File: src/rtl/morra_cinese_pkg.sv
// ============================================================================
// morra_cinese_pkg : move codes, result codes and FSM state type
// Rev 1.0
// ============================================================================
`default_nettype none

package morra_cinese_pkg;

  localparam logic [1:0] c_move_none     = 2'b00;
  localparam logic [1:0] c_move_rock     = 2'b01;
  localparam logic [1:0] c_move_paper    = 2'b10;
  localparam logic [1:0] c_move_scissors = 2'b11;

  localparam logic [1:0] c_res_none = 2'b00;
  localparam logic [1:0] c_res_p1   = 2'b01;
  localparam logic [1:0] c_res_p2   = 2'b10;
  localparam logic [1:0] c_res_tie  = 2'b11;

  localparam logic [4:0] MIN_MANCHE = 5'd4;
  localparam logic [4:0] BASE_MAX   = 5'd4;

  typedef enum logic [0:0] {
    ST_IDLE = 1'b0,
    ST_PLAY = 1'b1
  } state_t;

endpackage

`default_nettype wire

File: src/rtl/morra_cinese_if.sv
// ============================================================================
// morra_cinese_if : player moves / start strobe in, round and game result out
// Rev 1.0
// ============================================================================
`default_nettype none

interface morra_cinese_if;
  logic       INIZIO;
  logic [1:0] PRIMO;
  logic [1:0] SECONDO;
  logic [1:0] MANCHE;
  logic [1:0] PARTITA;

  modport master (output INIZIO, PRIMO, SECONDO, input MANCHE, PARTITA);
  modport slave  (input INIZIO, PRIMO, SECONDO, output MANCHE, PARTITA);
endinterface

`default_nettype wire

File: src/rtl/morra_cinese_judge.sv
// ============================================================================
// morra_judge : combinational rock/paper/scissors outcome of one round
// Rev 1.0
// ============================================================================
`default_nettype none

module morra_judge
  import morra_cinese_pkg::*;
(
  input  logic [1:0] i_primo,
  input  logic [1:0] i_secondo,
  output logic [1:0] o_esito
);

  logic w_p1_beats;

  assign w_p1_beats = ((i_primo == c_move_rock)     && (i_secondo == c_move_scissors)) ||
                      ((i_primo == c_move_scissors) && (i_secondo == c_move_paper))    ||
                      ((i_primo == c_move_paper)    && (i_secondo == c_move_rock));

  always_comb begin
    o_esito = c_res_p2;
    if ((i_primo == c_move_none) || (i_secondo == c_move_none)) begin
      o_esito = c_res_none;
    end else if (i_primo == i_secondo) begin
      o_esito = c_res_tie;
    end else if (w_p1_beats) begin
      o_esito = c_res_p1;
    end
  end

endmodule

`default_nettype wire

File: src/rtl/morra_cinese.sv
// ============================================================================
// morra_cinese : best-of-N morra game controller with registered results
// Rev 1.0
// ============================================================================
`default_nettype none

module morra_cinese
  import morra_cinese_pkg::*;
(
  input  logic          clk,
  input  logic          rst_n,
  morra_cinese_if.slave bus
);

  state_t     r_state;
  state_t     w_state_nxt;
  logic [4:0] r_max;
  logic [4:0] r_played;
  logic [4:0] r_w1;
  logic [4:0] r_w2;
  logic [1:0] r_last_win;
  logic [1:0] r_last_move;
  logic [1:0] r_manche;
  logic [1:0] r_partita;

  logic [1:0] w_esito;
  logic       w_repeat;
  logic       w_valid;
  logic [4:0] w_played_nxt;
  logic [4:0] w_w1_nxt;
  logic [4:0] w_w2_nxt;
  logic       w_diff_ok;
  logic       w_end;
  logic [1:0] w_manche_nxt;
  logic [1:0] w_partita_nxt;

  morra_judge u_judge (
    .i_primo   (bus.PRIMO),
    .i_secondo (bus.SECONDO),
    .o_esito   (w_esito)
  );

  // The last non-tie winner may not replay the move that won
  assign w_repeat = ((r_last_win == c_res_p1) && (bus.PRIMO   == r_last_move)) ||
                    ((r_last_win == c_res_p2) && (bus.SECONDO == r_last_move));

  assign w_valid = (r_state == ST_PLAY) && !bus.INIZIO &&
                   (w_esito != c_res_none) && !w_repeat;

  assign w_played_nxt = r_played + 5'd1;
  assign w_w1_nxt     = (w_esito == c_res_p1) ? r_w1 + 5'd1 : r_w1;
  assign w_w2_nxt     = (w_esito == c_res_p2) ? r_w2 + 5'd1 : r_w2;
  assign w_diff_ok    = (w_w1_nxt >= w_w2_nxt) ? ((w_w1_nxt - w_w2_nxt) >= 5'd2)
                                               : ((w_w2_nxt - w_w1_nxt) >= 5'd2);
  assign w_end        = w_valid && (((w_played_nxt >= MIN_MANCHE) && w_diff_ok) ||
                                    (w_played_nxt == r_max));

  always_ff @(posedge clk or negedge rst_n) begin
    if (!rst_n) begin
      r_state <= ST_IDLE;
    end else begin
      r_state <= w_state_nxt;
    end
  end

  always_comb begin
    w_state_nxt = r_state;
    if (bus.INIZIO) begin
      w_state_nxt = ST_PLAY;
    end else if ((r_state == ST_PLAY) && w_end) begin
      w_state_nxt = ST_IDLE;
    end
  end

  always_comb begin
    w_manche_nxt  = w_valid ? w_esito : c_res_none;
    w_partita_nxt = c_res_none;
    if (w_end) begin
      if (w_w1_nxt > w_w2_nxt) begin
        w_partita_nxt = c_res_p1;
      end else if (w_w2_nxt > w_w1_nxt) begin
        w_partita_nxt = c_res_p2;
      end else begin
        w_partita_nxt = c_res_tie;
      end
    end
  end

  always_ff @(posedge clk or negedge rst_n) begin
    if (!rst_n) begin
      r_max       <= 5'd0;
      r_played    <= 5'd0;
      r_w1        <= 5'd0;
      r_w2        <= 5'd0;
      r_last_win  <= c_res_none;
      r_last_move <= c_move_none;
      r_manche    <= c_res_none;
      r_partita   <= c_res_none;
    end else begin
      r_manche  <= w_manche_nxt;
      r_partita <= w_partita_nxt;
      if (bus.INIZIO) begin
        r_max       <= BASE_MAX + {1'b0, bus.PRIMO, bus.SECONDO};
        r_played    <= 5'd0;
        r_w1        <= 5'd0;
        r_w2        <= 5'd0;
        r_last_win  <= c_res_none;
        r_last_move <= c_move_none;
      end else if (w_valid) begin
        r_played <= w_played_nxt;
        r_w1     <= w_w1_nxt;
        r_w2     <= w_w2_nxt;
        if (w_esito == c_res_tie) begin
          r_last_win  <= c_res_none;
          r_last_move <= c_move_none;
        end else begin
          r_last_win  <= w_esito;
          r_last_move <= (w_esito == c_res_p1) ? bus.PRIMO : bus.SECONDO;
        end
      end
    end
  end

  assign bus.MANCHE  = r_manche;
  assign bus.PARTITA = r_partita;

endmodule

`default_nettype wire

File: src/flat_wrapper.sv
// flat-port wrapper written by rule: the top's interface ports become plain ports
module morra_cinese_flat import morra_cinese_pkg::*;
  (clk, rst_n, bus_INIZIO, bus_PRIMO, bus_SECONDO, bus_MANCHE, bus_PARTITA);
  morra_cinese_if bus_i ();
  input  logic clk;
  input  logic rst_n;
  input wire logic [$bits(bus_i.INIZIO)-1:0] bus_INIZIO;
  input wire logic [$bits(bus_i.PRIMO)-1:0] bus_PRIMO;
  input wire logic [$bits(bus_i.SECONDO)-1:0] bus_SECONDO;
  output wire logic [$bits(bus_i.MANCHE)-1:0] bus_MANCHE;
  output wire logic [$bits(bus_i.PARTITA)-1:0] bus_PARTITA;
  assign bus_i.INIZIO = bus_INIZIO;
  assign bus_i.PRIMO = bus_PRIMO;
  assign bus_i.SECONDO = bus_SECONDO;
  assign bus_MANCHE = bus_i.MANCHE;
  assign bus_PARTITA = bus_i.PARTITA;
  morra_cinese u_core (.clk(clk), .rst_n(rst_n), .bus(bus_i));
endmodule
File: config.mk
export PLATFORM = sky130hd
export DESIGN_NAME = morra_cinese_flat
export DESIGN_NICKNAME = d
export VERILOG_FILES = /design/src/rtl/morra_cinese_pkg.sv /design/src/rtl/morra_cinese_if.sv /design/src/rtl/morra_cinese_judge.sv /design/src/rtl/morra_cinese.sv /design/src/flat_wrapper.sv
export SDC_FILE = /design/constraint.sdc
export NUM_CORES = 1
export LEC_CHECK = 0
export CORE_ASPECT_RATIO = 0.7
export CORE_MARGIN = 2
export CORE_UTILIZATION = 45
export CTS_BUF_LIST = sky130_fd_sc_hd__clkbuf_8
export CTS_CLUSTER_DIAMETER = 200
export DETAILED_ROUTE_END_ITERATION = 10
export HOLD_SLACK_MARGIN = 0.03
export PLACE_DENSITY = 0.62
export REMOVE_ABC_BUFFERS = 1
export SLEW_MARGIN = 30
export SYNTH_ARGS = -nofsm -noshare
export SYNTH_HDL_FRONTEND = slang
export SYNTH_HIERARCHICAL = 1
export SYNTH_SLANG_ARGS = --single-unit
File: constraint.sdc
create_clock -name clk -period 2.6 [get_ports clk]
set_input_delay 0.39 -clock clk [delete_from_list [all_inputs] [get_ports clk]]
set_output_delay 0.39 -clock clk [all_outputs]
set_load 0.1 [all_outputs]
* Word-level counts from Yosys, hierarchy flattened
Index checks and enable logic that the tools add are counted.
** Word-level totals
- Output and inout port bits :: 4
- Input port bits :: 7
- Logic and storage cells :: 84
- Register bits :: 29
** Operators by class
- Equality and inequality tests :: 15
- Magnitude comparators :: 6
- Mux-type cells :: 25
- Add/subtract/negate cells :: 6
- Reduce and logical (&&, ||, !) cells :: 23
** Operator list (number)
- 5-bit two-way mux :: 8
- 2-bit two-way mux :: 13
- 5-bit by 1-bit adder with 5-bit output, second input constant :: 3
- 2-bit equality test, second input constant :: 7
- 1-bit logical AND :: 11
- 5-bit by 2-bit >= comparator with 1-bit output, second input constant :: 2
- 5-bit > comparator :: 2
- 5-bit subtractor :: 2
- 2-bit by 1-bit equality test with 1-bit output, second input constant :: 4
- 2-bit equality test :: 3
- 2-bit nonzero test :: 3
- 3-bit by 4-bit adder with 5-bit output, first input constant :: 1
- 5-bit equality test :: 1
- 5-bit by 3-bit >= comparator with 1-bit output, second input constant :: 1
- 5-bit >= comparator :: 1
- 1-bit logical OR :: 5
- 2-bit logical NOT :: 2
- 1-bit two-way mux :: 4
- 1-bit logical NOT :: 2

* Depth between registers and ports, before layout
Gate-level depths: netlist (run 1).
- Word-level depth :: 18
- Gate-level depth with buffers :: 16
- Mapped depth without buffers :: 15

* Modules after synthesis
Netlist (run 1), hierarchy kept.
** By module, submodules not included
- morra_cinese :: area an instance 2225.9 um^2, instances 1, cells an instance 236
- morra_judge :: area an instance 60.1 um^2, instances 1, cells an instance 8

* Worst setup path before layout (run 1)
No wires, ideal clock.
- Path type :: input to register
- Start :: input port bus_PRIMO[1]
- End :: register u_core.r_partita[1], in the netlist u_core/bus.PARTITA[1]
- Stages :: 16
- Setup slack :: -719 ps
- Arrival time :: 3185 ps
- Cells stage by stage :: nor2b_1 o221ai_1 inv_1 nor2_1 nand4_1 xor2_1 inv_1 ha_1 clkbuf_1 nor2b_1 nand2_1 o211ai_1 xnor2_1 nand4b_2 a31oi_4 a211oi_2
** On the way
- Cells in the longest elaborated chain, start to end :: 16
- Elaborated cells between the ends (all ways) :: 37
- Those cells by class :: add/sub: 2; order compare: 4; eq/ne: 7; mux: 8; reduce/logical: 16
** Ends and longest elaborated chain
- from (decl) :: RTL line flat_wrapper.sv:8 : input wire logic [$bits(bus_i.PRIMO)-1:0] bus_PRIMO;
- 2-bit by 1-bit equality test with 1-bit output / 2-bit equality test (equally long branches) :: RTL line morra_cinese_judge.sv:17, morra_cinese_judge.sv:18
- 1-bit logical AND (on tied branches) :: RTL line morra_cinese_judge.sv:17, morra_cinese_judge.sv:18
- 1-bit logical OR :: RTL line morra_cinese_judge.sv:17 : assign w_p1_beats = ((i_primo == c_move_rock) && (i_secondo == c_move_scissors)) ||
- 1-bit logical OR :: RTL line morra_cinese_judge.sv:18 : ((i_primo == c_move_scissors) && (i_secondo == c_move_paper)) ||
- 2-bit two-way mux :: RTL line morra_cinese_judge.sv:27 : end else if (w_p1_beats) begin
- 2-bit two-way mux :: RTL line morra_cinese_judge.sv:25 : end else if (i_primo == i_secondo) begin
- 2-bit two-way mux (*) :: RTL line morra_cinese_judge.sv:23 : if ((i_primo == c_move_none) || (i_secondo == c_move_none)) begin
- net u_core.w_esito[0] :: RTL line morra_cinese.sv:26 : logic [1:0] w_esito;
- [... 2 more ...]
- 5-bit subtractor (on tied branches) :: RTL line morra_cinese.sv:54, morra_cinese.sv:53
- 5-bit by 2-bit >= comparator with 1-bit output (on tied branches) :: RTL line morra_cinese.sv:54, morra_cinese.sv:53
- 1-bit two-way mux :: RTL line morra_cinese.sv:53 : assign w_diff_ok = (w_w1_nxt >= w_w2_nxt) ? ((w_w1_nxt - w_w2_nxt) >= 5'd2)
- 1-bit logical AND :: RTL line morra_cinese.sv:55 : assign w_end = w_valid && (((w_played_nxt >= MIN_MANCHE) && w_diff_ok) ||
- 1-bit logical OR :: RTL line morra_cinese.sv:55
- 1-bit logical AND :: RTL line morra_cinese.sv:55
- 2-bit two-way mux (*) :: RTL line morra_cinese.sv:78 : if (w_end) begin
- net u_core.w_partita_nxt[1] :: RTL line morra_cinese.sv:35 : logic [1:0] w_partita_nxt;
- to (signal assigned) :: RTL line morra_cinese.sv:98 : r_partita <= c_res_none;
- to (signal assigned) :: RTL line morra_cinese.sv:101 : r_partita <= w_partita_nxt;
- to (decl) :: RTL line morra_cinese.sv:24 : logic [1:0] r_partita;
Mark *: on every way through the listed nets, which the timed path passes. The rest lies on a longest branch.
A chain may end at the register's enable or synchronous reset.

* Final worst setup path (run 1)
- Start :: input port bus_SECONDO[1]
- End :: register u_core.r_partita[1], in the netlist u_core/bus.PARTITA[1]
** On the way
- Cells in the longest elaborated chain, start to end :: 16
- Elaborated cells between the ends (all ways) :: 37
- Those cells by class :: add/sub: 2; order compare: 4; eq/ne: 7; mux: 8; reduce/logical: 16
** Ends and longest elaborated chain
- from (decl) :: RTL line flat_wrapper.sv:9 : input wire logic [$bits(bus_i.SECONDO)-1:0] bus_SECONDO;
- 2-bit equality test (on tied branches) :: RTL line morra_cinese_judge.sv:17, morra_cinese_judge.sv:18
- 1-bit logical AND (on tied branches) :: RTL line morra_cinese_judge.sv:17, morra_cinese_judge.sv:18
- 1-bit logical OR :: RTL line morra_cinese_judge.sv:17
- 1-bit logical OR :: RTL line morra_cinese_judge.sv:18
- 2-bit two-way mux :: RTL line morra_cinese_judge.sv:27
- 2-bit two-way mux :: RTL line morra_cinese_judge.sv:25
- 2-bit two-way mux (*) :: RTL line morra_cinese_judge.sv:23
- net u_core.w_esito[0] :: RTL line morra_cinese.sv:26
- [... 2 more ...]
- 5-bit subtractor (on tied branches) :: RTL line morra_cinese.sv:54, morra_cinese.sv:53
- 5-bit by 2-bit >= comparator with 1-bit output (on tied branches) :: RTL line morra_cinese.sv:54, morra_cinese.sv:53
- 1-bit two-way mux :: RTL line morra_cinese.sv:53
- 1-bit logical AND :: RTL line morra_cinese.sv:55
- 1-bit logical OR :: RTL line morra_cinese.sv:55
- 1-bit logical AND :: RTL line morra_cinese.sv:55
- 2-bit two-way mux (*) :: RTL line morra_cinese.sv:78
- net u_core.w_partita_nxt[1] :: RTL line morra_cinese.sv:35
Marks and branches as above.

==> impl_metrics.csv, run 1 <==
group,metric,value,unit
run_status,status,"finished, violations left",
run_status,violations,"setup timing",
yosys,ys_warn_count,6,
yosys,synth-simple-area-share,21.1,%
yosys,synthCells,244,
floorplanning,initial_utilization,47.3,%
yosys,syn-cell-area,2290,um2
pwr,p_per_area,518,nW/um2
critical_path,crit_top_cell,"inv_2",
floorplanning,ios,11,
floorplanning,die_y,63.6,um
sta,worstMarginPinSlew,425,ps
yosys,synth_compound_area_share,17.4,%
drt,wl_per_cell,16.1,um
clocking,cts_tree,"done",
critical_path,cp_cell_sequence,"buf_12, nand4bb_4, o221ai_4, inv_2, nor2_4, buf_4, xnor2_2, inv_2, ha_4, fa_2, nor2b_4, nand2_1, o211ai_1, xnor2_1, nand4b_4, a31oi_4, a211oi_2",
yosys,ys_types,54,
critical_path,path_class,"input port to flop",
sta,setup_violations,3,
critical_path,crit_path_end_kind,"flop",
clocking,cts.clk_slew.worst_paths,70,ps
critical_path,cp_max_fo,6,
sta,layout_setup_ws,-240,ps
critical_path,cpPeakStageDelay,400,ps
sta,hold_ws,463,ps
critical_path,start_kind,"input port",
pwr,leakagePower,0.00149,uW
yosys,ys_seq_elements,29,
grt,grt_pass1_vias,1998,
critical_path,path_delay_family,"simple AND/OR/NAND/NOR gates",
final_layout,final_common_cell,"buf_4",
drt,routed_wl,6.15,mm
drt,initialDrtViolationCount,170,
worst_hold_path,hold_depth,2,
grt,grt_pass1_wl,10.1,mm
sta,fin_skew,3.89,ps
clocking,cts_max_path_buffers,2,
sta,fmax,352,MHz
drt,postRouteAntennaNets,0,
clocking,htree_levels,2,
yosys,yosysSeqAreaShare,31.7,%
critical_path,path_buf_inv,4,
final_layout,drive_above_1_share,41.7,%
clocking,cts_buffers,5,
critical_path,reg2regPathDepth,11,
final_layout,insertedDiodeCount,0,
pwr,ir_drop,295,uV
sta,drv_slew,0,
drt,dr.pass1.iters,4,
clocking,root_buffer,"clkbuf_8",
critical_path,cp_data_arrival_time,3000,ps
placement,dp_hpwl,4.42,mm
drt,viasPerCell,5.37,
final_layout,final_cell_mix,"buf_4, dfrtp_1, o21ai_0",
yosys,async_flop_share,100,%
clocking,cts_sinks,29,
yosys,syn_area_per_cell,9.37,um2
grt,grt-ovfl-total,0,
sta,finalCriticalPeriod,2840,ps
yosys,synth-main-ff-cell,"dfrtp_1",
critical_path,critPathRequiredTime,2760,ps
final_layout,instances_no_fill,381,
final_layout,post-route-util,67.1,%
drt,drc,0,
yosys,synth_top_family_by_area,"simple AND/OR/NAND/NOR gates",
placement,dp_slack,-1250,ps
clocking,postCtsHoldBufs,0,
grt,grt_usage,23.3,%
critical_path,crit_cells,17,
final_layout,syn_to_final_growth,41.9,%
grt,antenna_found_initial,0,
sta,rsz0062_at_grt,"true",
floorplanning,die_w,89.2,um
placement,dp.cells,364,
yosys,synthAdderAreaFrac,9.96,%
yosys,synthXorXnorAreaFrac,10.9,%
sta,tns,-653,ps
critical_path,crit_slowest_cell,"fa_2",
sta,relSlewSlack,71.5,%
floorplanning,die-area,5670,um2
yosys,synth_edf_count,0,
floorplanning,core_area,4830,um2
run,drv_cap,0,
placement,portBuffers,10,
final_layout,nNetsFinal,335,
drt,via_count,2045,
sta,post-route-period-util,109,%
worst_hold_path,min_path_type,"input port to flop",
sta,final_hold_viol_count,0,
grt,grt_max_degree,30,
floorplanning,core.rowCount,21,
yosys,synth.area.mux_share,3.34,%
placement,place.gp.congestion,0.926,
clocking,clk_latency,280,ps
-- cell type report --
| type | count | area (um2) |
|---|---|---|
| clock buffers | 5 | 68.8 |
| clock inverters | 3 | 17.5 |
| fillers | 380 | 1590 |
| inverters | 15 | 56.3 |
| multi-input cells | 187 | 1680 |
| flip-flops and latches | 29 | 726 |
| well taps | 69 | 86.3 |
| repair buffers | 73 | 613 |
-- Yosys cell counts (2+ instances only) --
| cell | n | area (um2) |
|---|---|---|
| o21ai_0 | 19 | 95.1 |
| and3b_1 | 2 | 17.5 |
| and2_1 | 3 | 18.8 |
| xor2_1 | 10 | 87.6 |
| nand4bb_1 | 2 | 22.5 |
| nor2b_1 | 6 | 37.5 |
| o211ai_1 | 4 | 30.0 |
| nand2_1 | 17 | 63.8 |
| clkbuf_1 | 7 | 26.3 |
| a31oi_1 | 3 | 18.8 |
| nor2_1 | 14 | 52.6 |
| buf_2 | 2 | 10.0 |
| nand3_1 | 19 | 95.1 |
| nand4_1 | 3 | 18.8 |
| nand2b_1 | 2 | 12.5 |
| o31ai_1 | 4 | 30.0 |
| ha_1 | 15 | 188 |
| nand3b_1 | 4 | 30.0 |
| a21oi_1 | 9 | 45.0 |
| dfrtp_1 | 29 | 726 |
| inv_1 | 14 | 52.6 |
| buf_6 | 2 | 22.5 |
| o221ai_1 | 2 | 17.5 |
| nor4b_1 | 2 | 17.5 |
| fa_1 | 2 | 40.0 |
| a221o_1 | 2 | 20.0 |
| xnor2_1 | 11 | 96.3 |
| mux2_2 | 5 | 56.3 |
| o21ai_1 | 4 | 20.0 |
| mux2i_1 | 2 | 20.0 |
-- kinds of logic after synthesis --
group / after synthesis
xor+xnor: 24
fa+ha+maj: 17
mux: 7
buf+inv: 28
flops: 29
simple gates: 83
compound gates: 56
-- state kept, by name, indices dropped and copies added, names as in the netlist --
signal and cells:
u_core/r_max 5, u_core/r_last_win 2, u_core/bus.PARTITA 2, u_core/r_last_move 2, u_core/r_w1 5, u_core/r_w2 5, u_core/bus.MANCHE 2, u_core/r_state 1
u_core/r_played 5
-- routing by layer --
layer  track usage (%)  part of all wire, %  vias to the layer above
li1                  -                    -                      997
met1              35.9                   49                      997
met2              33.8                   45                       47
met3              4.72                  6.2                        4
met4              4.29                 0.39                        0
met5                 0                    0                        -
-- metrics by stage --
step                cell area, um2  power, uW
floorplan                     2220        953
CTS                           3130       1640
finish                        3240       1680
global placement              2810       1210
detailed placement            2810       1220
global route                  3240       1780
-- report_power, final --
| part | internal (uW) | total, uW | leakage (uW) | switching [uW] |
|---|---|---|---|---|
| Combinational | 381 | 788 | 0.00106 | 407 |
| Clock | 184 | 368 | 0.0000439 | 184 |
| Sequential | 488 | 525 | 0.000385 | 37.2 |
| Total | 1050 | 1680 | 0.00149 | 628 |
-- final timing paths --
check,from,endpoint,slack [ps]
worst max-delay path,bus_SECONDO[1],u_core/bus.PARTITA[1],-240
min in group asynchronous,rst_n,u_core/r_played[4],490
max in group asynchronous,rst_n,u_core/r_w1[2],1830
worst min-delay path,bus_SECONDO[0],u_core/r_max[0],460
worst min register to register,u_core/r_max[2],u_core/r_max[2],530
worst max register to register,u_core/r_w2[0],u_core/bus.PARTITA[1],-100
-- timing repair --
item / in CTS / in global routing
setup endpoints to repair: 3 / 3
setup buffers: 5 / 5
gates resized for setup: 65 / 13
cloned: 0 / 0
pin swaps: 20 / 16
Note: power is estimated with default switching activity, not from simulation.
==> run 2: changes to the inputs <==
- CELL_PAD_IN_SITES_DETAIL_PLACEMENT: default -> 0
- CELL_PAD_IN_SITES_GLOBAL_PLACEMENT: default -> 1
- PLACE_DENSITY: 0.62 -> 0.74
- clock period: 2.6 -> 3.59 ns (I/O delays scaled with it)
==> impl_metrics.csv, run 2 (synthesized netlist as in run 1, its figures left out) <==
group,metric,value,unit
drt,viasPerCell,5.21,
drt,wl_per_cell,14.9,um
final_layout,instances_no_fill,361,
sta,rsz0062_at_grt,"false",
sta,setup_violations,0,
critical_path,cp_max_fo,7,
grt,top_usage_layer,"met1",
sta,final_hold_viol_count,0,
grt,antenna_found_initial,0,
sta,finalCriticalPeriod,3350,ps
final_layout,nNetsFinal,315,
clocking,cts_buffers,5,
grt,grt_max_degree,30,
placement,place.gp.congestion,0.862,
final_layout,final_area,2870,um2
sta,drv_slew,0,
floorplanning,initial_utilization,47.3,%
sta,fin_skew,8.11,ps
sta,relSlewSlack,35.4,%
drt,initialDrtViolationCount,93,
clocking,cts.clk_slew.worst_paths,70,ps
final_layout,n_fill_cell,456,
floorplanning,die_y,63.6,um
placement,portBuffers,10,
sta,worstMarginPinSlew,966,ps
run_status,status,"finished clean",
grt,grt.met2_usage,28.4,%
grt,grt_util_met1,34.4,%
clocking,cts_sinks,29,
clocking,postCtsHoldBufs,0,
final_layout,syn_to_final_growth,25.5,%
final_layout,multi_input_area,1480,um2
drt,routed_wl,5.39,mm
final_layout,final_cell_mix,"buf_4, dfrtp_1, nand3_1, o21ai_0, ha_1",
final_layout,drive_above_1_share,26.7,%
grt,grt_usage,21.1,%
clocking,clk_latency,280,ps
drt,postRouteAntennaNets,0,
worst_hold_path,min_path_type,"flop to flop",
clocking,root_buffer,"clkbuf_8",
placement,dp.cells,352,
clocking,cts_tree,"done",
pwr,leakagePower,0.00134,uW
grt,grt_pass1_wl,9.24,mm
critical_path,crit_path_end_kind,"flop",
final_layout,insertedDiodeCount,0,
critical_path,start_kind,"input port",
final_layout,final_common_cell,"buf_4",
pwr,p_per_area,394,nW/um2
clocking,htree_levels,2,
floorplanning,die-area,5670,um2
floorplanning,ios,11,
final_layout,seq_area,726,um2
sta,post-route-period-util,93.3,%
grt,met3_usage,5.11,%
pwr,ir_drop,258,uV
critical_path,critPathRequiredTime,3750,ps
placement,dpl_cell_area,2720,um2
run,drv_cap,0,
drt,via_count,1882,
floorplanning,die_w,89.2,um
drt,dr.pass1.iters,4,
clocking,cts_max_path_buffers,2,
sta,tns,0,ps
floorplanning,core.rowCount,21,
critical_path,path_class,"input port to flop",
floorplanning,core_area,4830,um2
placement,dp_hpwl,4.01,mm
sta,fmax,299,MHz
critical_path,cp_data_arrival_time,3510,ps
grt,grt_pass1_vias,1856,
grt,grt-ovfl-total,0,
drt,drc,0,
[run 2: where the power goes]
group / switching (uW) / leakage [uW] / internal [uW]
Clock: 130 / 0.0000439 / 133
Sequential: 28.1 / 0.000385 / 353
Combinational: 257 / 0.000907 / 227
[run 2: final timing paths]
check                                 from                     to  slack (ps)  cells after the start
max in group asynchronous            rst_n   u_core/r_last_win[1]        2680                      2
max                           bus_PRIMO[1]  u_core/bus.PARTITA[1]         240                     14
min in group asynchronous            rst_n         u_core/r_w1[4]         630                      2
min                        u_core/r_max[2]        u_core/r_max[2]         520                      2
max reg2reg                 u_core/r_w2[0]  u_core/bus.PARTITA[1]         760                     11
min reg2reg                u_core/r_max[2]        u_core/r_max[2]         520                      2
[run 2: cell type report]
| type | count | share of cell area, % |
|---|---|---|
| Tap cell | 69 | 3.01 |
| Clock buffer | 5 | 2.40 |
| Multi-Input combinational cell | 187 | 51.7 |
| Sequential cell | 29 | 25.3 |
| Inverter | 15 | 1.96 |
| Timing Repair Buffer | 53 | 15.0 |
| Clock inverter | 3 | 0.611 |
[run 2: worst max-delay path, cell delays in order]
cell and delay [ps]:
dlygate4sd2_1 310, nand4bb_1 290, o221ai_4 150, buf_4 190
and3b_2 220, nand3_1 120, xor2_1 240, inv_1 70
ha_1 330, and2_1 170, a311o_1 410, nand4b_4 210
a31oi_4 200, a211oi_2 60
[run 2: through the flow]
stage / utilization (%) / hold WS, ps / power [uW] / setup WS, ps
global placement: 56.2 / 500 / 851 / -300
finish: 59.3 / 516 / 1130 / 241
floorplan: - / 243 / 690 / 178
detailed placement: 56.2 / 503 / 853 / -367
global route: 59.3 / 547 / 1200 / 20.8
CTS: 58.4 / 519 / 1120 / 16.9
[run 2: routing by layer]
layer  vias up  share of wire (%)
met5         -                  0
li1        964                  -
met4         0               0.48
met2        26                 41
met1       888                 54
met3         4                4.5
[run 2: what timing repair did]
action                     4_1_cts  5_1_grt
buffers inserted                 0        1
setup endpoints to repair        2        3
resized for setup                5       11
pin swaps                        0        2
